$ cat src/rtl/pipe_stall_ctrl.sv
// Pipeline sequencer: merges stage stall requests, runs the MEM-stage bus handshake,
// defers flushes past in-flight accesses and counts stalled cycles.
module pipe_stall_ctrl #(
   parameter int unsigned TIMEOUT_CYCLES = 16,
   parameter int unsigned CNT_W          = 5,
   parameter int unsigned PERF_W         = 32
) (
   input  logic              clk,
   input  logic              rst,
   input  logic              stallreq_id,
   input  logic              stallreq_ex,
   input  logic              mem_access_i,
   input  logic              flush_i,
   input  logic              bus_ack_i,
   output logic [5:0]        stall_o,
   output logic              flush_o,
   output logic              bus_req_o,
   output logic              timeout_o,
   output logic [PERF_W-1:0] stall_cycles_o
);

   typedef enum logic [1:0] {
      S_IDLE     = 2'd0,
      S_WAIT_ACK = 2'd1,
      S_DONE     = 2'd2
   } state_t;

   state_t              r_state;
   state_t              w_state_nxt;
   logic [CNT_W-1:0]    r_tcnt;
   logic [CNT_W-1:0]    w_tcnt_nxt;
   logic                r_flush_pend;
   logic                w_flush_pend_nxt;
   logic                r_bus_req;
   logic                w_bus_req_nxt;
   logic                r_timeout;
   logic                w_timeout_nxt;
   logic [PERF_W-1:0]   r_stall_cycles;
   logic                w_stallreq_mem;
   logic                w_flush;
   logic [5:0]          w_stall;

   always_ff @(posedge clk) begin
      if (rst) begin
         r_state      <= S_IDLE;
         r_tcnt       <= '0;
         r_flush_pend <= 1'b0;
         r_bus_req    <= 1'b0;
         r_timeout    <= 1'b0;
      end else begin
         r_state      <= w_state_nxt;
         r_tcnt       <= w_tcnt_nxt;
         r_flush_pend <= w_flush_pend_nxt;
         r_bus_req    <= w_bus_req_nxt;
         r_timeout    <= w_timeout_nxt;
      end
   end

   always_comb begin
      w_state_nxt      = r_state;
      w_tcnt_nxt       = r_tcnt;
      w_flush_pend_nxt = r_flush_pend;
      w_bus_req_nxt    = r_bus_req;
      w_timeout_nxt    = r_timeout;
      case (r_state)
         S_IDLE: begin
            if (mem_access_i && !flush_i) begin
               w_state_nxt   = S_WAIT_ACK;
               w_tcnt_nxt    = '0;
               w_bus_req_nxt = 1'b1;
            end
         end
         S_WAIT_ACK: begin
            // A flush here must not abort the access; it is replayed in DONE.
            if (flush_i)
               w_flush_pend_nxt = 1'b1;
            if (bus_ack_i) begin
               w_state_nxt   = S_DONE;
               w_bus_req_nxt = 1'b0;
            end else if (r_tcnt == CNT_W'(TIMEOUT_CYCLES - 1)) begin
               w_state_nxt   = S_DONE;
               w_bus_req_nxt = 1'b0;
               w_timeout_nxt = 1'b1;
            end else begin
               w_tcnt_nxt = r_tcnt + CNT_W'(1);
            end
         end
         S_DONE: begin
            w_state_nxt      = S_IDLE;
            w_flush_pend_nxt = 1'b0;
            w_timeout_nxt    = 1'b0;
         end
         default: begin
            w_state_nxt = S_IDLE;
         end
      endcase
   end

   always_comb begin
      w_stallreq_mem = ((r_state == S_IDLE) && mem_access_i && !flush_i) ||
                       (r_state == S_WAIT_ACK);
      w_flush        = !rst && ((flush_i && (r_state != S_WAIT_ACK)) ||
                                ((r_state == S_DONE) && r_flush_pend));
      w_stall        = 6'b000000;
      if (rst || w_flush)
         w_stall = 6'b000000;
      else if (w_stallreq_mem)
         w_stall = 6'b011111;
      else if (stallreq_ex)
         w_stall = 6'b001111;
      else if (stallreq_id)
         w_stall = 6'b000111;
   end

   always_ff @(posedge clk) begin
      if (rst)
         r_stall_cycles <= '0;
      else if ((w_stall != 6'b000000) && (r_stall_cycles != '1))
         r_stall_cycles <= r_stall_cycles + PERF_W'(1);
   end

   assign stall_o        = w_stall;
   assign flush_o        = w_flush;
   assign bus_req_o      = r_bus_req;
   assign timeout_o      = r_timeout;
   assign stall_cycles_o = r_stall_cycles;

endmodule

$ cat config.mk
export PLATFORM = sky130hd
export DESIGN_NAME = pipe_stall_ctrl
export DESIGN_NICKNAME = d
export VERILOG_FILES = /design/src/rtl/pipe_stall_ctrl.sv
export SDC_FILE = /design/constraint.sdc
export NUM_CORES = 1
export LEC_CHECK = 0
export BUFFER_PORTS_ARGS = -buffer_cell sky130_fd_sc_hd__buf_4
export CAP_MARGIN = 25
export CELL_PAD_IN_SITES_DETAIL_PLACEMENT = 1
export CELL_PAD_IN_SITES_GLOBAL_PLACEMENT = 1
export CORE_ASPECT_RATIO = 1.25
export CORE_MARGIN = 3
export CORE_UTILIZATION = 30
export CTS_BUF_LIST = sky130_fd_sc_hd__clkbuf_16
export CTS_CLUSTER_SIZE = 10
export DETAILED_ROUTE_END_ITERATION = 8
export PLACE_DENSITY = 0.62
export SLEW_MARGIN = 20
export SYNTH_ARGS = -nofsm -noshare
export SYNTH_HDL_FRONTEND = slang
export SYNTH_SLANG_ARGS = --single-unit
$ cat constraint.sdc
create_clock -name clk -period 4.91 [get_ports clk]
set_input_delay 0 -clock clk [delete_from_list [all_inputs] [get_ports clk]]
set_output_delay 0 -clock clk [all_outputs]
set_load 0.01 [all_outputs]
### Word level (Yosys, flattened, before mapping)

Cells that the tools add are included.

* multiplexer cells: 21
* $add $sub $neg: 2
* equal/unequal tests: 11
* reductions and logical operators: 21

Operator list (number)
* adder 32 x 1 -> 32 bit (second input constant): 1
* != test 32 bit (second input constant): 1
* two-way mux 5 bit: 5
* != test 2 bit (second input constant): 5
* case mux 5 bit (2 select lines): 1
* logical AND 1 bit: 7
* two-way mux 1 bit: 6
* two-way mux 2 bit: 3
* case mux 1 bit (2 select lines): 3
* AND reduction 3 bit: 2
* nonzero test 6 bit: 1
* adder 5 x 1 -> 5 bit (second input constant): 1
* == test 5 x 4 -> 1 bit (second input constant): 1
* two-way mux 4 bit: 1
* case mux 2 bit (2 select lines): 1
* AND reduction 2 bit: 2
* AND reduction 4 bit: 1
* nonzero test 2 bit: 2
* logical OR 1 bit: 3
* two-way mux 3 bit: 1
* != test 3 bit (second input constant): 1
* == test 2 x 1 -> 1 bit (second input constant): 1
* == test 2 bit (second input constant): 1
* logical NOT 1 bit: 2
* other kinds (2): 2

* output and inout bits: 41
* register bits after elaboration: 42
* logic and storage cells: 61
* input bits: 7

### Depth between registers and ports, before layout

* word-level depth: 8
* depth in mapped cells: 8
* mapped depth without buffers: 8

### Worst setup path before layout

OpenSTA, ideal clock, no wires.

* kind: reg-to-reg
* from: register r_stall_cycles[0] (netlist: stall_cycles_o[0])
* to: register r_stall_cycles[16] (netlist: stall_cycles_o[16])
* setup slack: 2.811 ns
* library setup time: 0.121 ns
* period minus slack after synthesis: 2.099 ns
* stages on the path, launching flop included: 8
* data arrival time: 1.979 ns
* buffers on the path: 1
* data required time: 4.789 ns
* cells stage by stage: dfxtp_1 > ha_1 > nand2_1 > nor3_1 > o211ai_1 > clkbuf_8 > nor4_1 > mux2_2

* longest elaborated chain between the ends: 2
* elaborated cells between the ends (all ways): 3
* those cells by class: add/sub (1); eq/ne (1); reduce/logical (1)

Ends and longest elaborated chain
* start, declared: line 38 `logic [PERF_W-1:0] r_stall_cycles;`
* start signal, assigned: line 119 `r_stall_cycles <= r_stall_cycles + PERF_W'(1);`
* parallel branches: the longest is 2 deep, another holds adder 32 x 1 -> 32 bit

Parallel ways; which one is timed is not known.
A chain may end at the register's enable or synchronous reset.

### Worst setup path in the final report

* from: register r_stall_cycles[0] (netlist: stall_cycles_o[0])
* to: register r_stall_cycles[12] (netlist: stall_cycles_o[12])

Same word-level chain as after synthesis.

==> results.yml <==
sta:
  clock.fmax_ghz: 0.355
  period_share_pct: 57.4
  relSlewSlack_pct: 54.0
  finClkSkew_ns: 0.00310
  rsz0062_at_grt: "false"
  layout_setup_ws_ns: 2.09
  min_period_ns: 2.82
  drv_slew: 0
  worst_pin_slew_ns: 0.686
  hold_viol: 0
  tns_ns: 0
  finalSetupViolCount: 0
cells_and_area:
  layout_common_cells: "buf_4, dfxtp_1, a21oi_1"
  fin_util_pct: 38.0
  fin_cells: 403
  drive_above_1_share_pct: 23.5
  synthToLayoutAreaGrowth_pct: 21.5
  antenna_cells: 0
  final_common_cell: "buf_4"
  layout.nets: 322
floorplanning:
  die_area_sq_um: 8910
  pin_count: 48
  placementRows: 35
  die_h_um: 105
  initial_utilization_pct: 31.3
  die_w_um: 85.0
  coreArea_sq_um: 7490
synthesis:
  ys_warn_count: 0
  synth_area_leaders: "dfxtp_1, or4_1, a21oi_1"
  ys_seq_area_share_pct: 35.9
  syn_area_sq_um: 2340
  yosysUniqueCellTypes: 54
  synth_largest_area_cell: "dfxtp_1"
  yosys_register_bits: 42
  synth_top_area_share_pct: 35.9
  ys.flop_type: "dfxtp_1"
  netlist_instances: 271
  synthArstFlopShare_pct: 0
  syn_avg_cell_area_sq_um: 8.64
  synth_nets: 281
  synth-edff-count: 0
setup_path:
  arrival_ns: 3.03
  r2r_cells: 7
  worst-setup-path-type: "flip-flop to flip-flop"
  required_ns: 5.12
  path_max_fanout: 11
  worst_setup_path_end_kind: "flip-flop"
  start_kind: "flip-flop"
clock_network:
  htreeDepth: 2
  root_buffer: "clkbuf_16"
  cts_setup_buffers: 0
  clk_pin_slew_ns: 0.06
  clk_path_buf_depth: 2
  cts_hold_buf: 0
  cts_tree: "yes"
  cts_buffers: 5
  clock-sinks: 42
  ctsResizeCount: 0
  clk_latency_ns: 0.28
pwr:
  p_leak_nw: 1.03
  p_per_area_nw_per_um2: 253
  ir_worst_vdd_mv: 0.162
global_routing:
  grt_remaining_overflow: 0
  antenna_found_initial: 0
  grt_max_degree: 42
  first_global_vias: 2219
  track_usage_pct: 14.9
  grt_pass1_wl_mm: 10.8
route:
  vias: 2260
  routed_wl_mm: 6.51
  avgViaCountPerCell: 5.61
  final_antenna_net_count: 0
  drc: 0
  wl_per_cell_um: 16.1
  dr.pass1.iters: 4
  drt_iter0_markers: 74
min_path:
  hold_class: "primary input to flip-flop"
  min_path_cells: 4
place:
  portBuffers: 46
  place_hpwl_mm: 4.68
  dp.cells: 397
  dpl_worst_slack_ns: 2.12
  gp_congestion: 0.741
status:
  status: "complete, no violations"
job:
  drv_cap: 0
## layer usage
metal	track usage [%]	up-vias	share of wire, %
met2	25.8	38	50
met5	0	-	0
met3	3.08	6	4.1
met1	18.3	1102	44
li1	-	1114	-
met4	4.19	0	1.2
## cell usage after synthesis, types with 4 or more instances
cell type and instances:
buf_4 5, a21oi_1 25, nor2b_1 7, nand4_1 7
clkbuf_1 4, nor3_1 8, o31ai_1 15, nor2_1 22
o41ai_1 4, nand2_1 15, nand3_1 12, or4_1 17
inv_1 10, mux2_2 4, dfxtp_1 42, nor4_1 5
o21ai_0 4, and3_1 4, o311ai_0 4
## where the power goes
group / switching [mW] / internal (mW) / total (mW)
clock network: 0.134 / 0.181 / 0.315
logic: 0.0296 / 0.0219 / 0.0515
registers: 0.00711 / 0.345 / 0.352
## worst max-delay path, stage by stage, from the launching register on
cell and delay, ns:
dfxtp_1 0.49, ha_1 0.34, nand2_1 0.08, nor3_1 0.47, o211ai_1 0.37, buf_4 0.28
or4_2 0.53, a21oi_1 0.17
## logic make-up (layout without fill, tap and decap cells)
family	count (synthesis)	count (layout)	share of synthesized area [%]
other cells	1	1	0.160
fa+ha+maj	3	3	1.60
mux	5	5	2.35
simple gates	121	121	31.4
flops	42	42	35.9
xor+xnor	3	3	1.12
buf+inv	26	66	6.73
compound gates	70	70	20.8
## flip-flops by register name (all words and copies together), names as in the netlist
name / flops
timeout_o: 1
bus_req_o: 1
r_flush_pend: 1
r_state: 2
r_tcnt: 5
stall_cycles_o: 32
## per-stage QoR
step	total power [mW]	hold WS (ns)	cell area (sq um)
floorplan	0.393	0.181	2340
global placement	0.412	0.355	2700
detailed placement	0.412	0.369	2720
CTS	0.728	0.0734	2850
global route	0.747	0.132	2850
finish	0.718	0.0775	2850
## final cells by class
type,count,area (sq um)
clock buffers,5,125
flip-flops and latches,42,841
multi-input cells,203,1340
fillers,921,4640
clock inverters,1,3.75
well taps,92,115
inverters,10,37.5
repair buffers,50,379
## final timing paths
path                        end         startpoint  slack [ns]
max          stall_cycles_o[12]  stall_cycles_o[0]        2.09
min                   r_tcnt[4]          bus_ack_i        0.08
max reg2reg  stall_cycles_o[12]  stall_cycles_o[0]        2.09
min reg2reg   stall_cycles_o[9]  stall_cycles_o[9]        0.49
No activity file was read; power rests on OpenSTA's default activity.
